[src/rtl/alu_issue_if.sv]
// Handshake and operand bundle between the decode side, the issue stage and the ALU.
// The master view is the environment (upstream fetch/regfile plus downstream ALU); the slave view is the stage.
interface alu_issue_if #(
    parameter int XLEN  = 32,
    parameter int SEL_W = 4
);
    logic              in_valid;
    logic              in_ready;
    logic [31:0]       instr;
    logic [XLEN-1:0]   rs1_data;
    logic [XLEN-1:0]   rs2_data;
    logic              fwd_ex_en;
    logic [4:0]        fwd_ex_rd;
    logic [XLEN-1:0]   fwd_ex_data;
    logic              fwd_wb_en;
    logic [4:0]        fwd_wb_rd;
    logic [XLEN-1:0]   fwd_wb_data;
    logic              out_valid;
    logic              out_ready;
    logic [XLEN-1:0]   opA;
    logic [XLEN-1:0]   opB;
    logic [SEL_W-1:0]  aluOutSel;
    logic [4:0]        rd;
    logic              illegal;

    modport master (
        output in_valid, instr, rs1_data, rs2_data,
        output fwd_ex_en, fwd_ex_rd, fwd_ex_data,
        output fwd_wb_en, fwd_wb_rd, fwd_wb_data,
        output out_ready,
        input  in_ready, out_valid, opA, opB, aluOutSel, rd, illegal
    );

    modport slave (
        input  in_valid, instr, rs1_data, rs2_data,
        input  fwd_ex_en, fwd_ex_rd, fwd_ex_data,
        input  fwd_wb_en, fwd_wb_rd, fwd_wb_data,
        input  out_ready,
        output in_ready, out_valid, opA, opB, aluOutSel, rd, illegal
    );
endinterface

[src/rtl/alu_issue_stage.sv]
// ID/EX issue stage for the RV32I ALU: decodes R/I ALU ops, resolves operands with EX/WB
// forwarding and holds them in a single valid/ready output register.
module alu_issue_stage #(
    parameter int XLEN  = 32,
    parameter int SEL_W = 4
) (
    input  logic        clk,
    input  logic        rst,
    alu_issue_if.slave  bus
);

    localparam logic [6:0] OP_R = 7'b0110011;
    localparam logic [6:0] OP_I = 7'b0010011;
    localparam logic [6:0] F7_Z = 7'b0000000;
    localparam logic [6:0] F7_A = 7'b0100000;

    localparam logic [SEL_W-1:0] SEL_ADD  = SEL_W'(4'd0);
    localparam logic [SEL_W-1:0] SEL_SUB  = SEL_W'(4'd1);
    localparam logic [SEL_W-1:0] SEL_XOR  = SEL_W'(4'd2);
    localparam logic [SEL_W-1:0] SEL_OR   = SEL_W'(4'd3);
    localparam logic [SEL_W-1:0] SEL_AND  = SEL_W'(4'd4);
    localparam logic [SEL_W-1:0] SEL_SLT  = SEL_W'(4'd5);
    localparam logic [SEL_W-1:0] SEL_SLTU = SEL_W'(4'd6);
    localparam logic [SEL_W-1:0] SEL_SLL  = SEL_W'(4'd7);
    localparam logic [SEL_W-1:0] SEL_SRL  = SEL_W'(4'd8);
    localparam logic [SEL_W-1:0] SEL_SRA  = SEL_W'(4'd9);

    // EX beats WB; x0 always reads as zero regardless of what is being forwarded.
    function automatic logic [XLEN-1:0] fwd_operand(
        input logic [4:0]      idx,
        input logic [XLEN-1:0] rf_data,
        input logic            ex_en,
        input logic [4:0]      ex_rd,
        input logic [XLEN-1:0] ex_data,
        input logic            wb_en,
        input logic [4:0]      wb_rd,
        input logic [XLEN-1:0] wb_data
    );
        logic [XLEN-1:0] val;
        if (idx == 5'd0) begin
            val = '0;
        end else if (ex_en && (ex_rd == idx)) begin
            val = ex_data;
        end else if (wb_en && (wb_rd == idx)) begin
            val = wb_data;
        end else begin
            val = rf_data;
        end
        return val;
    endfunction

    logic [6:0]       w_opcode;
    logic [2:0]       w_f3;
    logic [6:0]       w_f7;
    logic [4:0]       w_rs1;
    logic [4:0]       w_rs2;
    logic [XLEN-1:0]  w_rs1_fwd;
    logic [XLEN-1:0]  w_rs2_fwd;
    logic [XLEN-1:0]  w_imm_sext;
    logic [XLEN-1:0]  w_imm_shamt;
    logic             w_legal;
    logic [SEL_W-1:0] w_sel_raw;
    logic [XLEN-1:0]  w_opb_raw;
    logic [SEL_W-1:0] w_sel;
    logic [XLEN-1:0]  w_opa;
    logic [XLEN-1:0]  w_opb;
    logic [4:0]       w_rd;
    logic             w_in_ready;
    logic             w_capture;

    logic             r_out_valid;
    logic [XLEN-1:0]  r_opa;
    logic [XLEN-1:0]  r_opb;
    logic [SEL_W-1:0] r_sel;
    logic [4:0]       r_rd;
    logic             r_illegal;

    assign w_opcode    = bus.instr[6:0];
    assign w_f3        = bus.instr[14:12];
    assign w_f7        = bus.instr[31:25];
    assign w_rs1       = bus.instr[19:15];
    assign w_rs2       = bus.instr[24:20];
    assign w_imm_sext  = {{(XLEN-12){bus.instr[31]}}, bus.instr[31:20]};
    assign w_imm_shamt = {{(XLEN-5){1'b0}}, bus.instr[24:20]};

    assign w_rs1_fwd = fwd_operand(w_rs1, bus.rs1_data, bus.fwd_ex_en, bus.fwd_ex_rd,
                                   bus.fwd_ex_data, bus.fwd_wb_en, bus.fwd_wb_rd, bus.fwd_wb_data);
    assign w_rs2_fwd = fwd_operand(w_rs2, bus.rs2_data, bus.fwd_ex_en, bus.fwd_ex_rd,
                                   bus.fwd_ex_data, bus.fwd_wb_en, bus.fwd_wb_rd, bus.fwd_wb_data);

    // Opcode/funct decode into an ALU select, raw operand B and a legality flag.
    always_comb begin
        w_legal   = 1'b0;
        w_sel_raw = SEL_ADD;
        w_opb_raw = '0;
        case (w_opcode)
            OP_R: begin
                w_opb_raw = w_rs2_fwd;
                if (w_f7 == F7_Z) begin
                    w_legal = 1'b1;
                    case (w_f3)
                        3'b000:  w_sel_raw = SEL_ADD;
                        3'b001:  w_sel_raw = SEL_SLL;
                        3'b010:  w_sel_raw = SEL_SLT;
                        3'b011:  w_sel_raw = SEL_SLTU;
                        3'b100:  w_sel_raw = SEL_XOR;
                        3'b101:  w_sel_raw = SEL_SRL;
                        3'b110:  w_sel_raw = SEL_OR;
                        3'b111:  w_sel_raw = SEL_AND;
                        default: w_sel_raw = SEL_ADD;
                    endcase
                end else if ((w_f7 == F7_A) && (w_f3 == 3'b000)) begin
                    w_legal   = 1'b1;
                    w_sel_raw = SEL_SUB;
                end else if ((w_f7 == F7_A) && (w_f3 == 3'b101)) begin
                    w_legal   = 1'b1;
                    w_sel_raw = SEL_SRA;
                end else begin
                    w_legal   = 1'b0;
                end
            end
            OP_I: begin
                w_opb_raw = w_imm_sext;
                w_legal   = 1'b1;
                case (w_f3)
                    3'b000:  w_sel_raw = SEL_ADD;
                    3'b010:  w_sel_raw = SEL_SLT;
                    3'b011:  w_sel_raw = SEL_SLTU;
                    3'b100:  w_sel_raw = SEL_XOR;
                    3'b110:  w_sel_raw = SEL_OR;
                    3'b111:  w_sel_raw = SEL_AND;
                    3'b001: begin
                        w_opb_raw = w_imm_shamt;
                        w_sel_raw = SEL_SLL;
                        w_legal   = (w_f7 == F7_Z);
                    end
                    3'b101: begin
                        w_opb_raw = w_imm_shamt;
                        w_sel_raw = (w_f7 == F7_A) ? SEL_SRA : SEL_SRL;
                        w_legal   = (w_f7 == F7_Z) || (w_f7 == F7_A);
                    end
                    default: w_legal = 1'b0;
                endcase
            end
            default: begin
                w_legal = 1'b0;
            end
        endcase
    end

    // Illegal encodings are still issued, but with every payload field zeroed.
    always_comb begin
        if (w_legal) begin
            w_sel = w_sel_raw;
            w_opa = w_rs1_fwd;
            w_opb = w_opb_raw;
            w_rd  = bus.instr[11:7];
        end else begin
            w_sel = SEL_ADD;
            w_opa = '0;
            w_opb = '0;
            w_rd  = 5'd0;
        end
    end

    assign w_in_ready = (~r_out_valid) | bus.out_ready;
    assign w_capture  = bus.in_valid & w_in_ready;

    // Single output register: reload on capture, drain on consume, otherwise hold.
    always_ff @(posedge clk) begin
        if (rst) begin
            r_out_valid <= 1'b0;
            r_opa       <= '0;
            r_opb       <= '0;
            r_sel       <= '0;
            r_rd        <= 5'd0;
            r_illegal   <= 1'b0;
        end else if (w_capture) begin
            r_out_valid <= 1'b1;
            r_opa       <= w_opa;
            r_opb       <= w_opb;
            r_sel       <= w_sel;
            r_rd        <= w_rd;
            r_illegal   <= ~w_legal;
        end else if (bus.out_ready) begin
            r_out_valid <= 1'b0;
        end
    end

    assign bus.in_ready  = w_in_ready;
    assign bus.out_valid = r_out_valid;
    assign bus.opA       = r_opa;
    assign bus.opB       = r_opb;
    assign bus.aluOutSel = r_sel;
    assign bus.rd        = r_rd;
    assign bus.illegal   = r_illegal;

endmodule

[src/flat_wrapper.sv]
// flat-port wrapper written by rule: the top's interface ports become plain ports
module alu_issue_stage_flat 
#(
    parameter int XLEN  = 32,
    parameter int SEL_W = 4
)
  (clk, rst, bus_in_valid, bus_instr, bus_rs1_data, bus_rs2_data, bus_fwd_ex_en, bus_fwd_ex_rd, bus_fwd_ex_data, bus_fwd_wb_en, bus_fwd_wb_rd, bus_fwd_wb_data, bus_out_ready, bus_in_ready, bus_out_valid, bus_opA, bus_opB, bus_aluOutSel, bus_rd, bus_illegal);
  alu_issue_if #(.XLEN(XLEN), .SEL_W(SEL_W)) bus_i ();
  input  logic clk;
  input  logic rst;
  input wire logic [$bits(bus_i.in_valid)-1:0] bus_in_valid;
  input wire logic [$bits(bus_i.instr)-1:0] bus_instr;
  input wire logic [$bits(bus_i.rs1_data)-1:0] bus_rs1_data;
  input wire logic [$bits(bus_i.rs2_data)-1:0] bus_rs2_data;
  input wire logic [$bits(bus_i.fwd_ex_en)-1:0] bus_fwd_ex_en;
  input wire logic [$bits(bus_i.fwd_ex_rd)-1:0] bus_fwd_ex_rd;
  input wire logic [$bits(bus_i.fwd_ex_data)-1:0] bus_fwd_ex_data;
  input wire logic [$bits(bus_i.fwd_wb_en)-1:0] bus_fwd_wb_en;
  input wire logic [$bits(bus_i.fwd_wb_rd)-1:0] bus_fwd_wb_rd;
  input wire logic [$bits(bus_i.fwd_wb_data)-1:0] bus_fwd_wb_data;
  input wire logic [$bits(bus_i.out_ready)-1:0] bus_out_ready;
  output wire logic [$bits(bus_i.in_ready)-1:0] bus_in_ready;
  output wire logic [$bits(bus_i.out_valid)-1:0] bus_out_valid;
  output wire logic [$bits(bus_i.opA)-1:0] bus_opA;
  output wire logic [$bits(bus_i.opB)-1:0] bus_opB;
  output wire logic [$bits(bus_i.aluOutSel)-1:0] bus_aluOutSel;
  output wire logic [$bits(bus_i.rd)-1:0] bus_rd;
  output wire logic [$bits(bus_i.illegal)-1:0] bus_illegal;
  assign bus_i.in_valid = bus_in_valid;
  assign bus_i.instr = bus_instr;
  assign bus_i.rs1_data = bus_rs1_data;
  assign bus_i.rs2_data = bus_rs2_data;
  assign bus_i.fwd_ex_en = bus_fwd_ex_en;
  assign bus_i.fwd_ex_rd = bus_fwd_ex_rd;
  assign bus_i.fwd_ex_data = bus_fwd_ex_data;
  assign bus_i.fwd_wb_en = bus_fwd_wb_en;
  assign bus_i.fwd_wb_rd = bus_fwd_wb_rd;
  assign bus_i.fwd_wb_data = bus_fwd_wb_data;
  assign bus_i.out_ready = bus_out_ready;
  assign bus_in_ready = bus_i.in_ready;
  assign bus_out_valid = bus_i.out_valid;
  assign bus_opA = bus_i.opA;
  assign bus_opB = bus_i.opB;
  assign bus_aluOutSel = bus_i.aluOutSel;
  assign bus_rd = bus_i.rd;
  assign bus_illegal = bus_i.illegal;
  alu_issue_stage #(.XLEN(XLEN), .SEL_W(SEL_W)) u_core (.clk(clk), .rst(rst), .bus(bus_i));
endmodule
[config.mk]
export PLATFORM = sky130hd
export DESIGN_NAME = alu_issue_stage_flat
export DESIGN_NICKNAME = d
export VERILOG_FILES = /design/src/rtl/alu_issue_if.sv /design/src/rtl/alu_issue_stage.sv /design/src/flat_wrapper.sv
export SDC_FILE = /design/constraint.sdc
export NUM_CORES = 1
export LEC_CHECK = 0
export CAP_MARGIN = 0
export CELL_PAD_IN_SITES_DETAIL_PLACEMENT = 0
export CELL_PAD_IN_SITES_GLOBAL_PLACEMENT = 1
export CORE_MARGIN = 10
export CORE_UTILIZATION = 31
export CTS_BUF_LIST = sky130_fd_sc_hd__clkbuf_4
export CTS_CLUSTER_SIZE = 25
export DETAILED_ROUTE_END_ITERATION = 12
export GPL_ROUTABILITY_DRIVEN = 0
export PLACE_DENSITY_LB_ADDON = 0.1
export SLEW_MARGIN = 0
export SYNTH_ARGS = -nofsm -noshare
export SYNTH_HDL_FRONTEND = slang
export SYNTH_SLANG_ARGS = --single-unit
[constraint.sdc]
create_clock -name clk -period 3.5 [get_ports clk]
set_input_delay 0.525 -clock clk [delete_from_list [all_inputs] [get_ports clk]]
set_output_delay 0.525 -clock clk [all_outputs]
set_load 0.02 [all_outputs]
# After elaboration in Yosys (flattened, before gate mapping)
# Memories as Yosys holds them, arrays and structs flattened.
# Cells that the tools add are included.
# word_totals
reg_bits	75
rom_bits	32
in_bits	176
output_inout_bits	76
wordCells	63
memories	1
# classes
n_eq_ne	14
n_mux	25
bitwise_logic	4
n_reduce_logical	13
# mem_list
memory	words	word_bits	rd	rd_clocked_by_memory_dff	wr	line	source
(name not given)	8	4	1	0	0	alu_issue_stage.sv:101	case (w_f3)
# ops
op	count
two-way mux 32 bit	9
one-hot mux 32 bit (2 select lines)	1
one-hot mux 4 bit (8 select lines)	1
== test 5 bit	4
two-way mux 4 bit	4
== test 7 x 6 -> 1 bit (second input constant)	2
== test 3 bit (second input constant)	4
zero test 5 bit	2
one-hot mux 4 bit (2 select lines)	1
== test 7 x 5 -> 1 bit (second input constant)	1
zero test 7 bit	1
== test 3 x 2 -> 1 bit (second input constant)	2
logical AND 1 bit	6
two-way mux 1 bit	6
two-way mux 5 bit	1
one-hot mux 1 bit (2 select lines)	2
== test 3 x 1 -> 1 bit (second input constant)	1
zero test 3 bit	1
inverter 1 bit	2
nonzero test 2 bit	1
OR reduction 2 bit	1
bitwise AND 1 bit	1
logical OR 1 bit	1
bitwise OR 1 bit	1

# Longest topological paths before layout
# depth
word_depth	7
ltp_mapped	10
ltp_nobuf	8

# Worst setup path before layout
# No wires, ideal clock.
# synth_path
kind	input to register
startpoint	input port bus_instr[13]
endpoint	register u_core.r_opb[21], in the netlist u_core.bus.opB[21]
setup_time_ns	0.120
arrival_time_ns	2.120
required_time_ns	3.380
path_slack_ns	1.260
stages	10
path_buffers	2
cell_sequence	inv_1 -> ha_1 -> a21bo_2 -> o211ai_2 -> a211oi_2 -> buf_6 -> and2b_4 -> and3_1 -> buf_6 -> a211o_2
# synth_between
elab_chain_cells	7
word_cells_on_any_way	14
classes_between	eq/ne (2); mux (8); reduce/logical (4)
# synth_rtl
item	line	source
start: declaration	flat_wrapper.sv:12	input wire logic [$bits(bus_i.instr)-1:0] bus_instr;
== test 3 bit	alu_issue_stage.sv:115, alu_issue_stage.sv:125	
logical AND 1 bit	alu_issue_stage.sv:115	end else if ((w_f7 == F7_A) && (w_f3 == 3'b101)) begin
two-way mux 1 bit	alu_issue_stage.sv:115	
two-way mux 1 bit	alu_issue_stage.sv:112	end else if ((w_f7 == F7_A) && (w_f3 == 3'b000)) begin
two-way mux 1 bit	alu_issue_stage.sv:99	if (w_f7 == F7_Z) begin
one-hot mux 1 bit (2 select lines)	alu_issue_stage.sv:96	case (w_opcode)
two-way mux 32 bit *	alu_issue_stage.sv:153	if (w_legal) begin
end signal: assignment	alu_issue_stage.sv:181	r_opb <= w_opb;
end: declaration	alu_issue_stage.sv:73	logic [XLEN-1:0] r_opb;
# Mark *: on every way between the ends. The rest lies on a longest branch, timed or not.
# A chain may end at the register's enable or synchronous reset.

# Worst setup path in the final report
# layout_path
startpoint	input port bus_instr[13]
endpoint	register u_core.r_opb[19], in the netlist u_core.bus.opB[19]
# The elaborated chain is that of the path after synthesis.

==> summary.txt <==
Run status
  • Outcome: finished, final reports clean

Synthesis
  • Netlist cell types: 48
  • Synth Cell Area: roughly 4600 sq um
  • #FFs+latches synth: 75
  • EDFF count, synth: 0
  • Ys Warns: 0
  • Net count after synthesis: 677
  • Post-synth top area share: 0.326
  • Post-synth top cells: dfxtp_1, mux2i_1, nor2_1, nand2_1
  • Avg Cell Area, Syn: around 9.3 sq um
  • Cell taking the most area after synthesis: dfxtp_1
  • Post-synth ARST share: 0
  • Top cells by area, synth: dfxtp_1, mux2i_1, a211oi_2
  • Post-Syn Instances: approximately 500
  • Post-synthesis sequential area ratio: 0.326
  • Top-count cell post-synth: dfxtp_1
  • Ys flop type: dfxtp_1

Global routing
  • Aggregate global routing overflow: 0
  • Largest net degree at the start of global routing: 65
  • All-Layer GR Usage: 0.178
  • GRT busiest layer: met2
  • Antenna violations before repair: 0
  • First-pass GRT wire length: ~29 mm
  • Routing usage on met2: 0.303
  • Vias in the first global route: slightly above 5,000
  • Global routing usage on met1: 0.208
  • Met3 Use GR: 0.0561

Final layout
  • FILL cells: 1,375
  • Area growth syn-to-layout: 61.2%
  • Net count, final: 909
  • Inserted Diodes: 0
  • Layout cells sized above 1: 0.117

Clocking
  • Hold-fix buffers, CTS: 0
  • H-Tree Level Count: 3
  • Max Root-Sink Buffers: 2
  • Worst-path clk slew: around 120 ps
  • CTS Buf Count: 9
  • CTS Root Cell: clkbuf_4
  • CTS resizes: 0
  • Clk_lat worst skew: around 460 ps
  • CTS tree: yes
  • Postcts setup bufs: 0
  • Clock sink count: 75

Floorplanning
  • Placeable Area: between 10,000 and 15,000 sq um
  • Die area: around 20,000 sq um
  • Rows: 44
  • Chip Height: 142 um
  • Initial Util: 0.317
  • I/O pins: approximately 250
  • Die Span X: between 100 and 150 um

Timing
  • Final setup viols: 0
  • Slew Limit Fails: 0
  • Max Freq: between 0.3 and 0.4 GHz
  • Worst Clk Skew: approximately 16 ps
  • Fin crit share: 0.845
  • Final hold vios: 0
  • Slew @ Worst Pin: 909 ps
  • RSZ-0062 raised after global routing: false
  • Slew HR: 0.394
  • Setup TNS Final: 0 ps
  • Tmin final: 2960 ps

Critical path
  • Reg2reg end: u_core.bus.opB[19]
  • Crit start category: input port
  • Crit path capture type: register
  • R2R setup slack: between 1000 and 1500 ps
  • CP cell instances: clkdlybuf4s50_1, inv_1, ha_1, or2_2, a211oi_2, and2b_4, and3_1, a211o_2
  • CP delay by family, top: simple AND/OR/NAND/NOR gates
  • Bufs and invs on worst path: 2
  • Kind of critical path: in2reg
  • CP max FO: 21
  • Reg2reg start: u_core.bus.out_valid
  • Critical-path top delay cell: and3_1
  • Reg2Reg Depth: 6
  • Arrival time at the worst endpoint: 3360 ps
  • Critical Path RT: around 3900 ps
  • CP peak stage delay: roughly 760 ps

Power
  • PwrDens: about 250 nW/um^2
  • Sw Ratio: 0.269
  • Peak VDD IR: 0.161 mV
  • Leak Pwr: ~2.6 nW
  • Design Power: between 1.5 and 2 mW
  • Clk network pwr share: 0.341
  • Seq pwr share: 0.455
  • Combinational share of power: 0.204
  • Internal cell power: 1.38 mW
  • Psw: between 0.5 and 0.6 mW

Drt
  • DRT antenna net count: 0
  • DR iter-0 viols: roughly 240
  • Routed Wire Length: 18.6 mm
  • DRC viols: 0
  • Vias per cell: approximately 5.2
  • Wire per inst: 20.3 um
  • Drt first pass iters: 5
  • DR vias: between 4,000 and 5,000

Min path
  • Hold Path Class: reg2reg
  • Hold_sp: u_core.bus.opB[20]
  • Worst Hold End: u_core.bus.opB[20]
  • Hold Path Depth: 1

Place
  • IO Port Bufs: between 200 and 300
  • Post-DP HPWL: between 10 and 15 mm

Run
  • Max-cap violation count: 0
[per-layer routing]
metal | wire [um] | vias to the layer above
met5 | 0 | -
met4 | 158 | 0
met3 | 1460 | 10
met2 | 9280 | 176
met1 | 7690 | 2295
li1 | - | 2325
[stage by stage]
stage / hold WS (ps) / setup slack, ps / utilization / std cells / instance area, sq um
finish: 477 / 542 / 0.511 / 918 / 7430
global route: 498 / 438 / 0.511 / 918 / 7430
CTS: 481 / 588 / 0.511 / 918 / 7430
detailed placement: 450 / 83.9 / 0.500 / 902 / 7270
global placement: 445 / 202 / 0.500 / 902 / 7270
floorplan: 560 / 1260 / - / 497 / 4610
[how the worst max path moves through the flow]
stage | from | to | slack (ps) | cells after the start
2_1_floorplan | bus_instr[13] | u_core.bus.opB[21] | 1260 | 10
3_3_place_gp | bus_instr[13] | u_core.bus.opB[12] | 200 | 8
3_5_place_dp | bus_instr[13] | u_core.bus.opB[19] | 80 | 8
4_1_cts | bus_instr[13] | u_core.bus.opB[19] | 590 | 8
5_1_grt | bus_instr[13] | u_core.bus.opB[12] | 440 | 8
6_report | bus_instr[13] | u_core.bus.opB[19] | 540 | 8
[registers in the layout (all words and copies together) (netlist names)]
| name | cells |
|---|---|
| u_core.bus.illegal | 1 |
| u_core.bus.opB | 32 |
| u_core.bus.rd | 5 |
| u_core.bus.opA | 32 |
| u_core.bus.out_valid | 1 |
| u_core.bus.aluOutSel | 4 |
[placed cells by master, fill, tap and decap left out, types with 3 or more instances in the layout]
| master | n |
|---|---|
| a22oi_1 | 17 |
| a211o_2 | 13 |
| a211o_1 | 19 |
| clkbuf_4 | 9 |
| a211oi_1 | 3 |
| xor2_1 | 17 |
| a22o_1 | 34 |
| nor2_1 | 44 |
| mux2i_1 | 64 |
| a21oi_1 | 13 |
| nand2_1 | 39 |
| ha_1 | 4 |
| o21ai_0 | 34 |
| xnor2_1 | 4 |
| buf_4 | 12 |
| inv_1 | 3 |
| clkdlybuf4s50_1 | 251 |
| nor4_1 | 4 |
| a211oi_2 | 30 |
| and3_2 | 3 |
| dfxtp_1 | 75 |
[worst register-to-register path: cells and delay by family (launching register included)]
kind,cells,cell delay [ps]
compound gates,2,620
simple gates,4,1250
flops,1,340
[cell families after synthesis]
family                     count (synthesis)  share of synthesized area
buffers and inverters                     47                     0.0535
and+or+nand+nor                          113                      0.115
DFF                                       75                      0.326
adders and majority gates                  4                     0.0109
AOI/OAI and AO/OA                        172                      0.312
muxes                                     65                      0.144
xor gates and xnor gates                  21                     0.0399
[power groups by stage]
stage | sequential (mW) | combinational (mW) | clock, mW
finish | 0.857 | 0.384 | 0.643
detailed placement | 0.876 | 0.386 | 0
floorplan | 0.878 | 0.119 | 0
CTS | 0.857 | 0.387 | 0.664
global route | 0.858 | 0.415 | 0.698
global placement | 0.876 | 0.381 | 0
[cell type report]
type / count / area, sq um / area share
clock buffers: 9 / 67.6 / 0.00909
clock inverters: 7 / 92.6 / 0.0125
inverters: 3 / 11.3 / 0.00152
multi-input cells: 375 / 2890 / 0.388
flip-flops and latches: 75 / 1500 / 0.202
well taps: 184 / 230 / 0.0310
repair buffers: 265 / 2640 / 0.356
No activity file was read; power rests on OpenSTA's default activity.
